==> src/rtl/pulse_train_generator.sv <==
// pulse_train_generator
//   Transmit side of the event-counting link. Emits a burst of fixed-width
//   pulses once per period of PeriodCounterLimit+1 clocks, as a signed
//   16-bit DAC-style level on DataOutA with its level-inverse on DataOutB.
//   Burst shape (width, gap, pulse count) is captured at each period start,
//   so a mid-period change only takes effect from the next period.
//
// Ports
//   Clk                 in   system clock, rising edge
//   Reset               in   asynchronous active-low reset
//   Enable              in   1 = run, 0 = return to idle on the next edge
//   PeriodCounterLimit  in   period length minus 1 (clocks)
//   PulseWidth          in   high time per pulse; 0 = no pulses
//   PulseGap            in   low time between pulses; 0 behaves as 1
//   PulsesPerPeriod     in   pulses per burst; 0 = no pulses
//   HighLevel           in   output level while a pulse is high
//   LowLevel            in   output level otherwise
//   DataOutA            out  HighLevel during a pulse, else LowLevel
//   DataOutB            out  LowLevel during a pulse, else HighLevel
//   PeriodStrobe        out  1 for the first clock of every period
//   LastPeriodCount     out  pulses started in the previous completed period
module pulse_train_generator #(
  parameter int PERIOD_W = 32,
  parameter int CNT_W    = 16
) (
  input  logic                Clk,
  input  logic                Reset,
  input  logic                Enable,
  input  logic [PERIOD_W-1:0] PeriodCounterLimit,
  input  logic [CNT_W-1:0]    PulseWidth,
  input  logic [CNT_W-1:0]    PulseGap,
  input  logic [CNT_W-1:0]    PulsesPerPeriod,
  input  logic signed [15:0]  HighLevel,
  input  logic signed [15:0]  LowLevel,
  output logic signed [15:0]  DataOutA,
  output logic signed [15:0]  DataOutB,
  output logic                PeriodStrobe,
  output logic [CNT_W-1:0]    LastPeriodCount
);

  typedef enum logic [1:0] {
    IDLE        = 2'd0,
    PULSE_HI    = 2'd1,
    PULSE_GAP   = 2'd2,
    WAIT_PERIOD = 2'd3
  } state_t;

  state_t              state, state_next;
  logic [PERIOD_W-1:0] period_counter, period_counter_next;
  logic [CNT_W-1:0]    hold_counter, hold_counter_next;
  logic [CNT_W-1:0]    sent_count, sent_count_next;
  logic [CNT_W-1:0]    width_shadow, width_shadow_next;
  logic [CNT_W-1:0]    gap_shadow, gap_shadow_next;
  logic [CNT_W-1:0]    count_shadow, count_shadow_next;
  logic [CNT_W-1:0]    last_count_next;
  logic                strobe_next;
  logic                period_start;

  // State and counter registers.
  always_ff @(posedge Clk or negedge Reset) begin
    if (!Reset) begin
      state           <= IDLE;
      period_counter  <= '0;
      hold_counter    <= '0;
      sent_count      <= '0;
      width_shadow    <= '0;
      gap_shadow      <= '0;
      count_shadow    <= '0;
      LastPeriodCount <= '0;
      PeriodStrobe    <= 1'b0;
    end else begin
      state           <= state_next;
      period_counter  <= period_counter_next;
      hold_counter    <= hold_counter_next;
      sent_count      <= sent_count_next;
      width_shadow    <= width_shadow_next;
      gap_shadow      <= gap_shadow_next;
      count_shadow    <= count_shadow_next;
      LastPeriodCount <= last_count_next;
      PeriodStrobe    <= strobe_next;
    end
  end

  // Next-state logic. Priority: Enable low, then period start (which
  // truncates any pulse or gap in progress), then the burst sequencing.
  always_comb begin
    state_next          = state;
    period_counter_next = period_counter;
    hold_counter_next   = hold_counter;
    sent_count_next     = sent_count;
    width_shadow_next   = width_shadow;
    gap_shadow_next     = gap_shadow;
    count_shadow_next   = count_shadow;
    last_count_next     = LastPeriodCount;
    strobe_next         = 1'b0;

    period_start = Enable &&
                   ((state == IDLE) || (period_counter == PeriodCounterLimit));

    if (!Enable) begin
      state_next          = IDLE;
      period_counter_next = '0;
      hold_counter_next   = '0;
      sent_count_next     = '0;
    end else if (period_start) begin
      period_counter_next = '0;
      width_shadow_next   = PulseWidth;
      gap_shadow_next     = (PulseGap == '0) ? CNT_W'(1) : PulseGap;
      count_shadow_next   = PulsesPerPeriod;
      strobe_next         = 1'b1;
      // Leaving IDLE is not the end of a period, so there is nothing to report.
      if (state != IDLE) begin
        last_count_next = sent_count;
      end
      if ((PulseWidth != '0) && (PulsesPerPeriod != '0)) begin
        state_next        = PULSE_HI;
        hold_counter_next = PulseWidth - CNT_W'(1);
        sent_count_next   = CNT_W'(1);
      end else begin
        state_next        = WAIT_PERIOD;
        hold_counter_next = '0;
        sent_count_next   = '0;
      end
    end else begin
      period_counter_next = period_counter + PERIOD_W'(1);
      case (state)
        PULSE_HI: begin
          if (hold_counter == '0) begin
            if (sent_count < count_shadow) begin
              state_next        = PULSE_GAP;
              hold_counter_next = gap_shadow - CNT_W'(1);
            end else begin
              state_next = WAIT_PERIOD;
            end
          end else begin
            hold_counter_next = hold_counter - CNT_W'(1);
          end
        end
        PULSE_GAP: begin
          if (hold_counter == '0) begin
            state_next        = PULSE_HI;
            hold_counter_next = width_shadow - CNT_W'(1);
            // Count saturates rather than wrapping on very long bursts.
            if (sent_count != '1) begin
              sent_count_next = sent_count + CNT_W'(1);
            end
          end else begin
            hold_counter_next = hold_counter - CNT_W'(1);
          end
        end
        default: begin
        end
      endcase
    end
  end

  // Outputs follow registered state; only the level values pass straight through.
  always_comb begin
    DataOutA = LowLevel;
    DataOutB = HighLevel;
    if (state == PULSE_HI) begin
      DataOutA = HighLevel;
      DataOutB = LowLevel;
    end
  end

endmodule

==> config.mk <==
export PLATFORM = sky130hd
export DESIGN_NAME = pulse_train_generator
export DESIGN_NICKNAME = d
export VERILOG_FILES = /design/src/rtl/pulse_train_generator.sv
export SDC_FILE = /design/constraint.sdc
export NUM_CORES = 1
export LEC_CHECK = 0
export BUFFER_PORTS_ARGS = -buffer_cell sky130_fd_sc_hd__buf_2
export CORE_MARGIN = 8
export CORE_UTILIZATION = 54
export CTS_CLUSTER_DIAMETER = 40
export CTS_CLUSTER_SIZE = 24
export DETAILED_ROUTE_END_ITERATION = 10
export GPL_TIMING_DRIVEN = 0
export PLACE_DENSITY = 0.89
export SYNTH_ARGS = -nofsm -noshare
export SYNTH_HDL_FRONTEND = slang
export SYNTH_SLANG_ARGS = --single-unit
==> constraint.sdc <==
create_clock -name Clk -period 7.4 [get_ports Clk]
set_input_delay 0.37 -clock Clk [delete_from_list [all_inputs] [get_ports Clk]]
set_output_delay 0.37 -clock Clk [all_outputs]
set_load 0.005 [all_outputs]
Word level (Yosys, flattened, before mapping)
Cells that the tools add are included.
{"block": "totals", "wordCells": 68, "in_bits": 115, "reg_bits": 131, "output_inout_bits": 49}
{"block": "op_classes", "n_eq_ne": 11, "reduce_logical": 14, "order_cmp": 1, "addsub": 6, "mux": 27}
{"operator": "16-bit 2-to-1 mux", "n": 14}
{"operator": "32-bit 2-to-1 mux", "n": 2}
{"operator": "16-bit by 1-bit subtractor with 16-bit output (second input constant)", "n": 4}
{"operator": "32-bit by 1-bit adder with 32-bit output (second input constant)", "n": 1}
{"operator": "32-bit == test", "n": 1}
{"operator": "16-bit zero test", "n": 2}
{"operator": "16-bit one-hot mux with 2 select lines", "n": 1}
{"operator": "16-bit nonzero test", "n": 2}
{"operator": "16-bit by 1-bit adder with 16-bit output (second input constant)", "n": 1}
{"operator": "16-bit less-than comparator", "n": 1}
{"operator": "16-bit inequality test (second input constant)", "n": 1}
{"operator": "2-bit 2-to-1 mux", "n": 5}
{"operator": "3-bit by 1-bit inequality test with 1-bit output (second input constant)", "n": 3}
{"operator": "3-bit AND reduction", "n": 3}
{"operator": "4-bit inequality test (second input constant)", "n": 2}
{"operator": "5-bit inequality test (second input constant)", "n": 1}
{"operator": "1-bit 2-to-1 mux", "n": 4}
{"operator": "4-bit by 1-bit inequality test with 1-bit output (second input constant)", "n": 1}
{"operator": "2-bit one-hot mux with 2 select lines", "n": 1}
{"operator": "2-bit AND reduction", "n": 2}
{"operator": "2-bit by 1-bit == test with 1-bit output (second input constant)", "n": 1}
{"operator": "2-bit == test (second input constant)", "n": 1}
{"operator": "1-bit logical AND", "n": 2}
{"operator": "2-bit zero test", "n": 1}
{"operator": "other kinds (2)", "n": 2}

Depth between registers and ports, before layout
Gate-level depths: netlist of run 1.
{"block": "depth", "ltp_word": 6, "mapped_depth": 10, "depth_no_buf": 9}

Worst setup path before layout of run 1
No wires, ideal clock.
{"block": "synth_path", "path_type": "reg-to-reg", "startpoint": "register hold_counter[0]", "endpoint": "register hold_counter[13]", "setup_ns": 0.123, "synth_period_minus_slack_ns": 2.465, "n_path_buf": 0, "stages_incl_launch_ff": 10, "path_slack_ns": 4.935, "t_required_ns": 7.277, "t_arrival_ns": 2.342, "cell_sequence": "dfrtp_1 -> inv_1 -> ha_1 -> or4b_1 -> nor4_4 -> nand2_2 -> a32oi_4 -> nand2_2 -> or2_0 -> o221a_1"}
{"block": "synth_between", "elab_chain_cells": 5, "word_cells_on_any_way": 9, "cone_classes": "add/sub (1); eq/ne (1); mux (5); reduce/logical (2)"}
{"element": "start: declaration", "line_no": "50", "rtl": "logic [CNT_W-1:0] hold_counter, hold_counter_next;"}
{"element": "start signal: assignment", "line_no": "74", "rtl": "hold_counter <= hold_counter_next;"}
{"element": "16-bit by 1-bit subtractor with 16-bit output or 16-bit zero test (tied branches)"}
{"element": "16-bit 2-to-1 mux (on tied branches)", "line_no": "140, 128"}
{"element": "16-bit one-hot mux with 2 select lines", "line_no": "126", "rtl": "case (state)"}
{"element": "16-bit 2-to-1 mux", "line_no": "105", "rtl": "end else if (period_start) begin"}
{"element": "16-bit 2-to-1 mux", "line_no": "100", "rtl": "if (!Enable) begin"}
Several ways; a longest one is shown, not always the timed one.
A chain may end at the register's enable or synchronous reset.

Worst setup path after layout of run 1
{"block": "layout_path", "startpoint": "register period_counter[19]", "endpoint": "register sent_count[0]"}
{"block": "layout_between", "elab_chain_cells": 5, "word_cells_on_any_way": 9, "cone_classes": "eq/ne (4); mux (2); reduce/logical (3)"}
{"element": "start: declaration", "line_no": "49", "rtl": "logic [PERIOD_W-1:0] period_counter, period_counter_next;"}
{"element": "start signal: assignment", "line_no": "73", "rtl": "period_counter <= period_counter_next;"}
{"element": "32-bit == test *", "line_no": "98", "rtl": "((state == IDLE) || (period_counter == PeriodCounterLimit));"}
{"element": "1-bit logical OR *", "line_no": "98"}
{"element": "1-bit logical AND *", "line_no": "97", "rtl": "period_start = Enable &&"}
{"element": "3-bit by 1-bit inequality test with 1-bit output (no line) or 16-bit 2-to-1 mux (tied branches)"}
{"element": "3-bit AND reduction (no line) or 16-bit 2-to-1 mux (tied branches)"}
{"element": "end signal: assignment", "line_no": "75", "rtl": "sent_count <= sent_count_next;"}
{"element": "end: declaration", "line_no": "51", "rtl": "logic [CNT_W-1:0] sent_count, sent_count_next;"}
Every way passes the cells marked *; elsewhere a longest branch is shown, timed or not.

==> results of run 1 <==
logic make-up (layout without fill, tap and decap cells):
| logic type | after synthesis | after routing |
|---|---|---|
| simple gates | 295 | 295 |
| flops | 131 | 131 |
| compound gates | 121 | 121 |
| xor+xnor | 118 | 118 |
| mux | 87 | 87 |
| buf+inv | 73 | 269 |
| fa+ha+maj | 26 | 26 |
| other cells | 0 | 1 |
worst reg2reg max path, delay by kind of cell (launching register included):
family                 cells  cell delay [ns]
buffers and inverters      3             1.24
AND/OR/NAND/NOR            3             0.84
AO/OA/AOI/OAI              2             0.49
flip-flops                 1             0.33
XOR/XNOR                   1             0.18
layout by cell type (no fill, tap or decap), types with 4 or more instances in the layout:
master / synthesis / final
or3_1: 8 / 8
inv_1: 33 / 33
nand4_1: 23 / 23
o22ai_1: 6 / 6
and3_1: 13 / 13
or2_2: 5 / 5
o31ai_1: 4 / 4
buf_1: 6 / 6
o211ai_1: 10 / 10
clkbuf_1: 25 / 27
clkbuf_16: 0 / 17
nor4_1: 25 / 25
a21o_1: 6 / 6
buf_2: 7 / 168
ha_1: 26 / 26
nand2_1: 35 / 35
o21ai_0: 35 / 35
nand3_1: 50 / 50
nor3_1: 17 / 17
dfrtp_1: 131 / 131
xnor2_1: 61 / 61
mux2i_1: 10 / 10
mux2_2: 77 / 77
or4_1: 10 / 10
and4_1: 6 / 6
xor2_1: 57 / 57
a21oi_1: 24 / 24
nor2_1: 82 / 82
cell usage after synthesis, types with 3 or more instances:
cell	count
and3_1	13
mux2_2	77
buf_1	6
a31oi_1	3
mux2i_1	10
inv_1	33
clkbuf_1	25
o31ai_1	4
a21oi_1	24
o211ai_1	10
or2_2	5
dfrtp_1	131
a2bb2oi_1	3
or4_1	10
or3_1	8
nor2_1	82
ha_1	26
nor4_1	25
nor3_1	17
nand3_1	50
nor3b_1	3
xor2_1	57
a21o_1	6
nand2_1	35
xnor2_1	61
nand4_1	23
a211o_1	3
and4_1	6
o21ai_0	35
o22ai_1	6
buf_2	7
metal layers:
metal / vias to the layer above / track usage / share of wire
met3: 57 / 0.0722 / 0.076
met2: 330 / 0.396 / 0.49
met5: - / 0 / 0
met4: 0 / 0.101 / 0.027
met1: 3586 / 0.286 / 0.40
li1: 3431 / - / -
area by class of cell:
type                       instances  area share
clock inverter                    11      0.0153
sequential                       131       0.329
timing repair buffer             164      0.0857
clock buffer                      21      0.0462
buffer                            40      0.0174
tap                              188      0.0236
multi-input combinational        647       0.471
antenna                            1    0.000251
inverter                          33      0.0124
registers in the layout (all words and copies together) (netlist names):
| register | cells |
|---|---|
| LastPeriodCount | 16 |
| PeriodStrobe | 1 |
| count_shadow | 16 |
| gap_shadow | 16 |
| hold_counter | 16 |
| period_counter | 32 |
| sent_count | 16 |
| state | 2 |
| width_shadow | 16 |
path summary, 6_finish.rpt:
| kind | startpoint | endpoint | slack, ns | cells after the start |
|---|---|---|---|---|
| worst max register to register | period_counter[19] | sent_count[0] | 4.25 | 9 |
| min in group asynchronous | Reset | period_counter[14] | 0.48 | 2 |
| worst max-delay path | period_counter[19] | sent_count[0] | 4.25 | 9 |
| worst min register to register | LastPeriodCount[10] | LastPeriodCount[10] | 0.50 | 1 |
| worst min-delay path | PulseWidth[0] | hold_counter[0] | 0.19 | 2 |
| max in group asynchronous | Reset | sent_count[0] | 6.16 | 3 |
power by group through the flow:
stage	Sequential [uW]	Combinational, uW	Clock, uW
6_report	1080	1530	876
4_1_cts	1070	1510	877
3_5_place_dp	1080	1500	0
2_1_floorplan	1040	1090	0
3_3_place_gp	1070	1450	0
5_1_grt	1100	1680	919
per-stage QoR:
stage               cells  setup slack (ns)  instance area (sq um)  power, uW  utilization
floorplan             851              4.93                   8270       2120            -
global placement     1201              4.27                   9320       2520        0.617
detailed placement   1202              4.31                   9350       2580        0.620
CTS                  1235              4.27                   9970       3460        0.661
global route         1235              4.02                   9970       3700        0.661
finish               1236              4.25                   9980       3490        0.661
==> results.md, run 1 <==
- Asr flop ratio synth: 1.00
- Largest net degree at the start of global routing: 70
- DRT Wirelength: between 20,000 and 25,000 um
- WP buf/inv: 3
- Switch share: 0.395
- First-pass GRT wire length: ~38,000 um
- PortBufs: between 150 and 200
- Clock latency on the worst-skew pair: between 0.4 and 0.5 ns
- Post-CTS setup buffers: 0
- Initial core utilization: 0.548
- Final ANT Viol Nets: 0
- Pint: 2110 uW
- Synth area leaders: dfrtp_1, mux2_2, xnor2_1
- Number of synthesized flops with an enable pin: 0
- Initial antenna violation count: 0
- Clock share of power: 0.251
- Worst VDD drop: roughly 0.24 mV
- Post-cts resize count: 0
- DRT iter0 DRCs: 584
- Fmax: roughly 320 MHz
- Final min period: ~3.1 ns
- Slew headroom: 0.273
- NumNets Final: roughly 1,200
- Area growth, synth to finish: 20.6%
- Simple-gate share of the synthesized area: 0.187
- All-Layer GR Usage: 0.240
- Worst slew pin tran: around 1.1 ns
- Switching power: between 1000 and 1500 uW
- Synth Flop Type: dfrtp_1
- Sequential area share after synthesis: 0.396
- Clk buf depth: 2
- Critical path cell sequence: clkbuf_1, xnor2_1, nand4_1, nor4_1, a211o_1, clkbuf_1, clkbuf_1, nor3_1, a21oi_1
- Die Ht: 140 um
- Worst EP arrival: about 3.5 ns
- Num rows: 45
- Vias in the first global route: around 7,500
- CP top delay family: buffers and inverters
- Final-report hold violation count: 0
- Slowest stage cell on the critical path: nor4_1
- RSZ-0062 raised after global routing: no
- Post-synthesis adder-cell area fraction: 0.0393
- Die W: 140 um
- Syn Area/Cell: 9.72 sq um
- Slew Viols, Final: 0
- Mapped cell area: 8270 sq um
- Startpoint types: register
- Hold-fix buffer count after cts: 1
- WHS: about 0.19 ns
- Xor/xnor share of the synthesized area: 0.125
- Hold Path Class: primary input to register
- Yosys Warn Count: 0
- Sequential cell area: 3280 sq um
- Seq pwr share: 0.309
- First-pass detailed-route iteration total: 6
- Clock sinks: 131
- Core ar.: 15,100 sq um
- Drc violations: 0
- Synth Register Bits: 131
- Vias: 7,404
- Die area: between 15,000 and 20,000 sq um
- Setup Skew: ~0.0093 ns
- CTS tree: done
- Synth area leader: dfrtp_1
- CP max stage delay: 0.63 ns
- Combinational Power Share: 0.440
- Worst path required time: 7.75 ns
- # setup viols final: 0
- Multi-input gate area: 4700 sq um
- Vias per Instance: between 5 and 6
- Clock-pin slew on the worst setup and hold paths: ~0.06 ns
- CP dominant cell by count: clkbuf_1
- CP endpoint kind: register
- Setup_tns: 0 ns
- Ports: roughly 160
- GPL Wtd Cong: about 0.94
- TritonCTS buffer count: 17
- Post-Syn Instances: about 850
- CP max FO: 10
- Wirelength per Cell: about 19 um
- Gr ovfl total: 0
- Multiplexer share of the synthesized area: 0.117
- Filler Cells Inserted: between 1,000 and 1,500
- Syn Nets: ~990
- PwrDens: approximately 350 nW/um^2
- Main combinational cell family by area after synthesis: simple AND/OR/NAND/NOR gates
- Htree depth: 4
- Crit Path Class: register to register
- Yosys cell types: 64
- Root buf cell: clkbuf_16
- Top cell type's share of synthesized area: 0.396
- Synth Area in Compound Gates: 0.0997
- Crit share post-route: 0.426
- Max capacitance violation total: 0
- Layout cell share with drive strength beyond 1: 0.282
- Leak: approximately 0.0044 uW
- Status: finished, final reports clean
- Post-DP HPWL: 17,600 um
Power figures use the tool's default switching activity.
==> run 2: changes to the inputs <==
--- a/config.mk
+++ b/config.mk
@@ -7,7 +7,7 @@
 export LEC_CHECK = 0
 export BUFFER_PORTS_ARGS = -buffer_cell sky130_fd_sc_hd__buf_2
 export CORE_MARGIN = 8
-export CORE_UTILIZATION = 54
+export CORE_UTILIZATION = 51
 export CTS_CLUSTER_DIAMETER = 40
 export CTS_CLUSTER_SIZE = 24
 export DETAILED_ROUTE_END_ITERATION = 10
==> constraint.sdc (replaced) <==
create_clock -name Clk -period 2.6 [get_ports Clk]
set_input_delay 0.13 -clock Clk [delete_from_list [all_inputs] [get_ports Clk]]
set_output_delay 0.13 -clock Clk [all_outputs]
set_load 0.005 [all_outputs]
==> results.md, run 2 (synthesis gave the netlist of run 1 again) <==
- Clock latency on the worst-skew pair: 0.43 ns (about the same)
- Top reg by flops: period_counter (unchanged)
- Final min period: 2.59 ns (was 3.15 ns)
- Initial core utilization: 0.521 (was 0.548)
- GPL Wtd Cong: 0.943 (was 0.945)
- DRT iter0 DRCs: 767 (was 584)
- Area growth, synth to finish: 28.5% (was 20.6%)
- NumNets Final: 1,222 (was 1,175)
- # setup viols final: 0 (unchanged)
- Vias per Instance: 6.02 (was 5.99)
- WP buf/inv: 0 (was 3)
- DRT Wirelength: 26,000 um (was 23,100 um)
- Status: finished, final reports clean (unchanged)
- Wirelength per Cell: 19.9 um (was 18.7 um)
- Vias in the first global route: 7,892 (was 7,524)
- Clock-pin slew on the worst setup and hold paths: 0.06 ns (about the same)
- Worst VDD drop: 0.693 mV (was 0.244 mV)
- Slew headroom: 0.534 (was 0.273)
- Commonest non-fill, non-tap cell in the layout: buf_2 (unchanged)
- CP max FO: 6 (was 10)
- CP max stage delay: 0.52 ns (was 0.63 ns)
- Num rows: 46 (was 45)
- Most frequent cells in the layout: buf_2, dfrtp_1, nor2_1, mux2_2, xnor2_1 (unchanged)
- Crit share post-route: 0.997 (was 0.426)
- Initial antenna violation count: 1 (was 0)
- Crit path setup slack, layout: 0.00820 ns (was 4.25 ns)
- Met1 GRT Util: 0.292 (was 0.286)
- Startpoint types: register (unchanged)
- Drc violations: 0 (unchanged)
- Critical path cell sequence: nor4_4, nand2_2, or4_1, xor2_1, o21ai_0, o211ai_1, a21oi_1 (was clkbuf_1, xnor2_1, nand4_1, nor4_1, a211o_1, clkbuf_1, clkbuf_1, nor3_1, a21oi_1)
- CP top delay family: simple AND/OR/NAND/NOR gates (was buffers and inverters)
- Final ANT Viol Nets: 0 (unchanged)
- Largest net degree at the start of global routing: 72 (was 70)
- CP endpoint kind: register (unchanged)
- Crit Path Class: register to register (unchanged)
- Filler Cells Inserted: 1,178 (was 1,138)
- Gr ovfl total: 0 (unchanged)
- Max capacitance violation total: 0 (unchanged)
- Die area: 20,600 sq um (was 19,500 sq um)
- R2r setup slk: 0.008 ns (was 4.25 ns)
- Clk buf depth: 2 (unchanged)
- Layout cell share with drive strength beyond 1: 0.325 (was 0.282)
- Fmax: 386 MHz (was 318 MHz)
- Worst slew pin tran: 0.698 ns (was 1.08 ns)
- Die W: 143 um (was 140 um)
- Dpl ws: -0.585 ns (was 4.31 ns)
- Final-report hold violation count: 0 (unchanged)
- Met2 Usage GRT: 0.401 (was 0.396)
- Die Ht: 143 um (was 140 um)
- Clock sinks: 131 (unchanged)
- Most crowded layer after global routing: met2 (unchanged)
- Worst path required time: 2.95 ns (was 7.75 ns)
- Htree depth: 4 (unchanged)
- TritonCTS buffer count: 17 (unchanged)
- Setup Skew: 0.0123 ns (was 0.00930 ns)
- Hold Path Class: primary input to register (unchanged)
- Core ar.: 15,900 sq um (was 15,100 sq um)
- Slew Viols, Final: 0 (unchanged)
- Root buf cell: clkbuf_16 (unchanged)
- Post-DP HPWL: 17,700 um (was 17,600 um)
- PwrDens: 974 nW/um^2 (was 349 nW/um^2)
- WHS: 0.00615 ns (was 0.194 ns)
- Worst EP arrival: 2.94 ns (was 3.50 ns)
- All-Layer GR Usage: 0.245 (was 0.240)
- CTS tree: done (unchanged)
- PortBufs: 162 (unchanged)
- Slowest stage cell on the critical path: nor4_4 (was nor4_1)
- Ports: 164 (unchanged)
- Max reg flops: 32 (unchanged)
- Vias: 7,897 (was 7,404)
- First-pass GRT wire length: 39,800 um (was 37,900 um)
- Leak: 0.00476 uW (was 0.00444 uW)
- First-pass detailed-route iteration total: 6 (unchanged)
- Met3 Track Usage GR: 0.0561 (was 0.0722)
-- run 2: routing by layer --
metal  part of all wire  up-vias
met1               0.38     3796
met2               0.48      438
met4              0.057        2
met5            0.00046        -
met3              0.083      137
li1                   -     3524
-- run 2: per-stage QoR --
| stage | setup TNS, ns | utilization | total power (uW) | area [sq um] | cells |
|---|---|---|---|---|---|
| global placement | -72.76 | 0.589 | 7180 | 9350 | 1229 |
| CTS | 0 | 0.655 | 9810 | 10400 | 1301 |
| floorplan | 0 | - | 6030 | 8270 | 851 |
| global route | -0.255 | 0.669 | 10900 | 10600 | 1310 |
| detailed placement | -44.82 | 0.591 | 7350 | 9390 | 1230 |
| finish | 0 | 0.669 | 10300 | 10600 | 1311 |
-- run 2: worst paths after layout --
| check | cells after the start | end | start |
|---|---|---|---|
| max | 7 | hold_counter[11] | gap_shadow[5] |
| min | 3 | count_shadow[15] | PulsesPerPeriod[15] |
| max reg2reg | 7 | hold_counter[11] | gap_shadow[5] |
| min reg2reg | 1 | LastPeriodCount[12] | LastPeriodCount[12] |
| max in group asynchronous | 3 | gap_shadow[9] | Reset |
| min in group asynchronous | 2 | period_counter[14] | Reset |
-- run 2: final cells by class --
type / instances / area, sq um / area share
multi-input combinational: 647 / 4870 / 0.458
sequential: 131 / 3280 / 0.309
timing repair buffer: 215 / 1320 / 0.124
clock buffer: 17 / 425 / 0.0400
tap: 216 / 270 / 0.0254
buffer: 36 / 205 / 0.0193
clock inverter: 15 / 131 / 0.0124
inverter: 33 / 124 / 0.0117
antenna: 1 / 2.50 / 0.000236
-- run 2: worst min-delay path, stage by stage --
cell and delay, ns:
buf_2 0.11, nand3_1 0.07, o21ai_0 0.08
-- run 2: power by group --
part,switching (uW),internal (uW),total [uW]
Sequential,583,2560,3140
Combinational,2720,2210,4930
Clock,957,1320,2270
-- run 2: repair_timing --
item	4_1_cts	5_1_grt
hold buffers	33	0
setup endpoints to repair	131	106
resized for setup	25	46
pin swaps	8	10
buffers inserted	8	11
hold endpoints to repair	92	0
==> run 3: changes to the inputs <==
--- a/config.mk
+++ b/config.mk
@@ -12,7 +12,7 @@
 export CTS_CLUSTER_SIZE = 24
 export DETAILED_ROUTE_END_ITERATION = 10
 export GPL_TIMING_DRIVEN = 0
-export PLACE_DENSITY = 0.89
+export PLACE_DENSITY = 0.8
 export SYNTH_ARGS = -nofsm -noshare
 export SYNTH_HDL_FRONTEND = slang
 export SYNTH_SLANG_ARGS = --single-unit
==> results.md, run 3 (synthesis gave the netlist of run 1 again) <==
- Filler Cells Inserted: 1,192 (was 1,178)
- PwrDens: 982 nW/um^2 (was 974 nW/um^2)
- Layout cell share with drive strength beyond 1: 0.334 (was 0.325)
- R2r setup slk: -0.02 ns (was 0.008 ns)
- WHS: 0.0112 ns (was 0.00615 ns)
- CP max FO: 5 (was 6)
- Wirelength per Cell: 19.2 um (was 19.9 um)
- Setup Skew: 0.00856 ns (was 0.0123 ns)
- Crit path setup slack, layout: -0.0242 ns (was 0.00820 ns)
- Most frequent cells in the layout: buf_2, dfrtp_1, nor2_1, mux2_2, xnor2_1 (unchanged)
- Overall Power: 10,600 uW (was 10,300 uW)
- Die W: 143 um (unchanged)
- Clock-pin slew on the worst setup and hold paths: 0.06 ns (about the same)
- Die Ht: 143 um (unchanged)
- GPL Wtd Cong: 0.885 (was 0.943)
- Post-DP HPWL: 17,300 um (was 17,700 um)
- # setup viols final: 1 (was 0)
- RSZ-0062 raised after global routing: yes
- Initial antenna violation count: 2 (was 1)
- R2R cell count: 10 (was 7)
- Fmax: 381 MHz (was 386 MHz)
- Worst path required time: 2.96 ns (was 2.95 ns)
- Status: finished, violations left (was finished, final reports clean)
- Worst setup path startpoint: hold_counter[1] (was gap_shadow[5])
- DRT iter0 DRCs: 706 (was 767)
- Htree depth: 4 (unchanged)
- Worst slew pin tran: 0.741 ns (was 0.698 ns)
- Vias in the first global route: 7,598 (was 7,892)
- Top reg by flops: period_counter (unchanged)
- Hold Path Class: primary input to register (unchanged)
- Commonest non-fill, non-tap cell in the layout: buf_2 (unchanged)
- TritonCTS buffer count: 17 (unchanged)
- PortBufs: 162 (unchanged)
- Final-report hold violation count: 0 (unchanged)
- Worst EP arrival: 2.99 ns (was 2.94 ns)
- Startpoint types: register (unchanged)
- Clock share of power: 0.235 (was 0.220)
- Switch share: 0.401 (was 0.412)
- Combinational Power Share: 0.469 (was 0.477)
- Slew headroom: 0.506 (was 0.534)
- First-pass detailed-route iteration total: 5 (was 6)
- Area growth, synth to finish: 30.5% (was 28.5%)
- DRT Wirelength: 25,300 um (was 26,000 um)
- Final min period: 2.62 ns (was 2.59 ns)
- Core ar.: 15,900 sq um (unchanged)
- Initial core utilization: 0.521 (unchanged)
- Crit Path Class: register to register (unchanged)
- CP endpoint kind: register (unchanged)
- Switching power: 4240 uW (was 4270 uW)
- Root buf cell: clkbuf_16 (unchanged)
- Reg-to-Reg Start: hold_counter[1] (was gap_shadow[5])
- Critical path endpoint: hold_counter[10] (was hold_counter[11])
- Max capacitance violation total: 0 (unchanged)
- CTS tree: done (unchanged)
- Seq pwr share: 0.296 (was 0.304)
- Gr ovfl total: 0 (unchanged)
- NumNets Final: 1,231 (was 1,222)
- Die area: 20,600 sq um (unchanged)
- Largest net degree at the start of global routing: 90 (was 72)
- Num rows: 46 (unchanged)
- Vias per Instance: 5.87 (was 6.02)
- Worst VDD drop: 0.760 mV (was 0.693 mV)
- Drc violations: 0 (unchanged)
- First-pass GRT wire length: 38,600 um (was 39,800 um)
- Violations in the final reports: setup timing
- Clock sinks: 131 (unchanged)
- Vias: 7,749 (was 7,897)
- Ports: 164 (unchanged)
- Final ANT Viol Nets: 0 (unchanged)
- Max reg flops: 32 (unchanged)
- Slew Viols, Final: 0 (unchanged)
- Clk buf depth: 2 (unchanged)
- Leak: 0.00483 uW (was 0.00476 uW)
- Crit share post-route: 1.01 (was 0.997)
- Clock latency on the worst-skew pair: 0.43 ns (about the same)
- All-Layer GR Usage: 0.238 (was 0.245)
- Pint: 6350 uW (was 6080 uW)
- R2r endpoint: hold_counter[10] (was hold_counter[11])
[run 3: repair_timing]
item	in CTS	in global routing
gates resized for setup	24	53
pin swaps	3	17
cloned	0	2
hold buffers	34	0
endpoints found under the setup margin	123	117
hold endpoints to repair	75	0
setup buffers	6	17
[run 3: per-stage QoR]
step | setup WS, ns | TNS, ns | std cells | instance area, sq um | util
final | -0.0242 | -0.0242 | 1320 | 10800 | 0.679
after global routing | -0.102 | -1.24 | 1320 | 10800 | 0.679
after CTS | -0.0178 | -0.0178 | 1301 | 10500 | 0.660
after detailed placement | -0.438 | -25.63 | 1230 | 9390 | 0.591
after global placement | -0.391 | -61.53 | 1229 | 9350 | 0.589
after floorplan | 0.135 | 0 | 851 | 8270 | -
[run 3: power groups by stage]
stage / logic (uW) / clock network (uW) / registers [uW]
2_1_floorplan: 3090 / 0 / 2950
5_1_grt: 5360 / 2610 / 3200
4_1_cts: 4490 / 2510 / 3080
3_5_place_dp: 4240 / 0 / 3080
3_3_place_gp: 4160 / 0 / 3060
6_report: 4970 / 2490 / 3130
[run 3: cell type report]
cell class	count	area, sq um	area share
sequential	131	3290	0.305
antenna	1	2.50	0.000232
multi-input combinational	648	4900	0.454
buffer	39	208	0.0192
clock inverter	13	178	0.0165
tap	216	270	0.0250
timing repair buffer	220	1390	0.128
inverter	33	124	0.0115
clock buffer	19	433	0.0401
[run 3: how the worst min path moves through the flow]
| stage | startpoint | to | slack [ns] | depth (start not counted) |
|---|---|---|---|---|
| floorplan | Reset | LastPeriodCount[0] | -0.17 | 0 |
| global placement | PulseGap[11] | gap_shadow[11] | 0.38 | 2 |
| detailed placement | Reset | period_counter[16] | 0.07 | 1 |
| CTS | PulseWidth[13] | width_shadow[13] | 0.001 | 2 |
| global route | PulseWidth[11] | width_shadow[11] | 0.005 | 2 |
| finish | PulseWidth[7] | width_shadow[7] | 0.01 | 2 |
[run 3: critical path, stage by stage (launching register included)]
cell and delay (ns):
dfrtp_1 0.40, inv_2 0.08, ha_4 0.11, or4b_4 0.49, nor4_4 0.33, nand2_2 0.12, a32oi_4 0.25, buf_4 0.19
nand3b_2 0.19, o211ai_1 0.19, o211a_1 0.20
[run 3: layer usage]
metal | wire [um] | GRT usage | up-vias | share of wire
met5 | 13 | 0 | - | 0.00051
met4 | 620 | 0.0991 | 2 | 0.025
met3 | 2030 | 0.0491 | 59 | 0.080
met2 | 12500 | 0.398 | 372 | 0.50
met1 | 10100 | 0.293 | 3760 | 0.40
li1 | - | - | 3556 | -
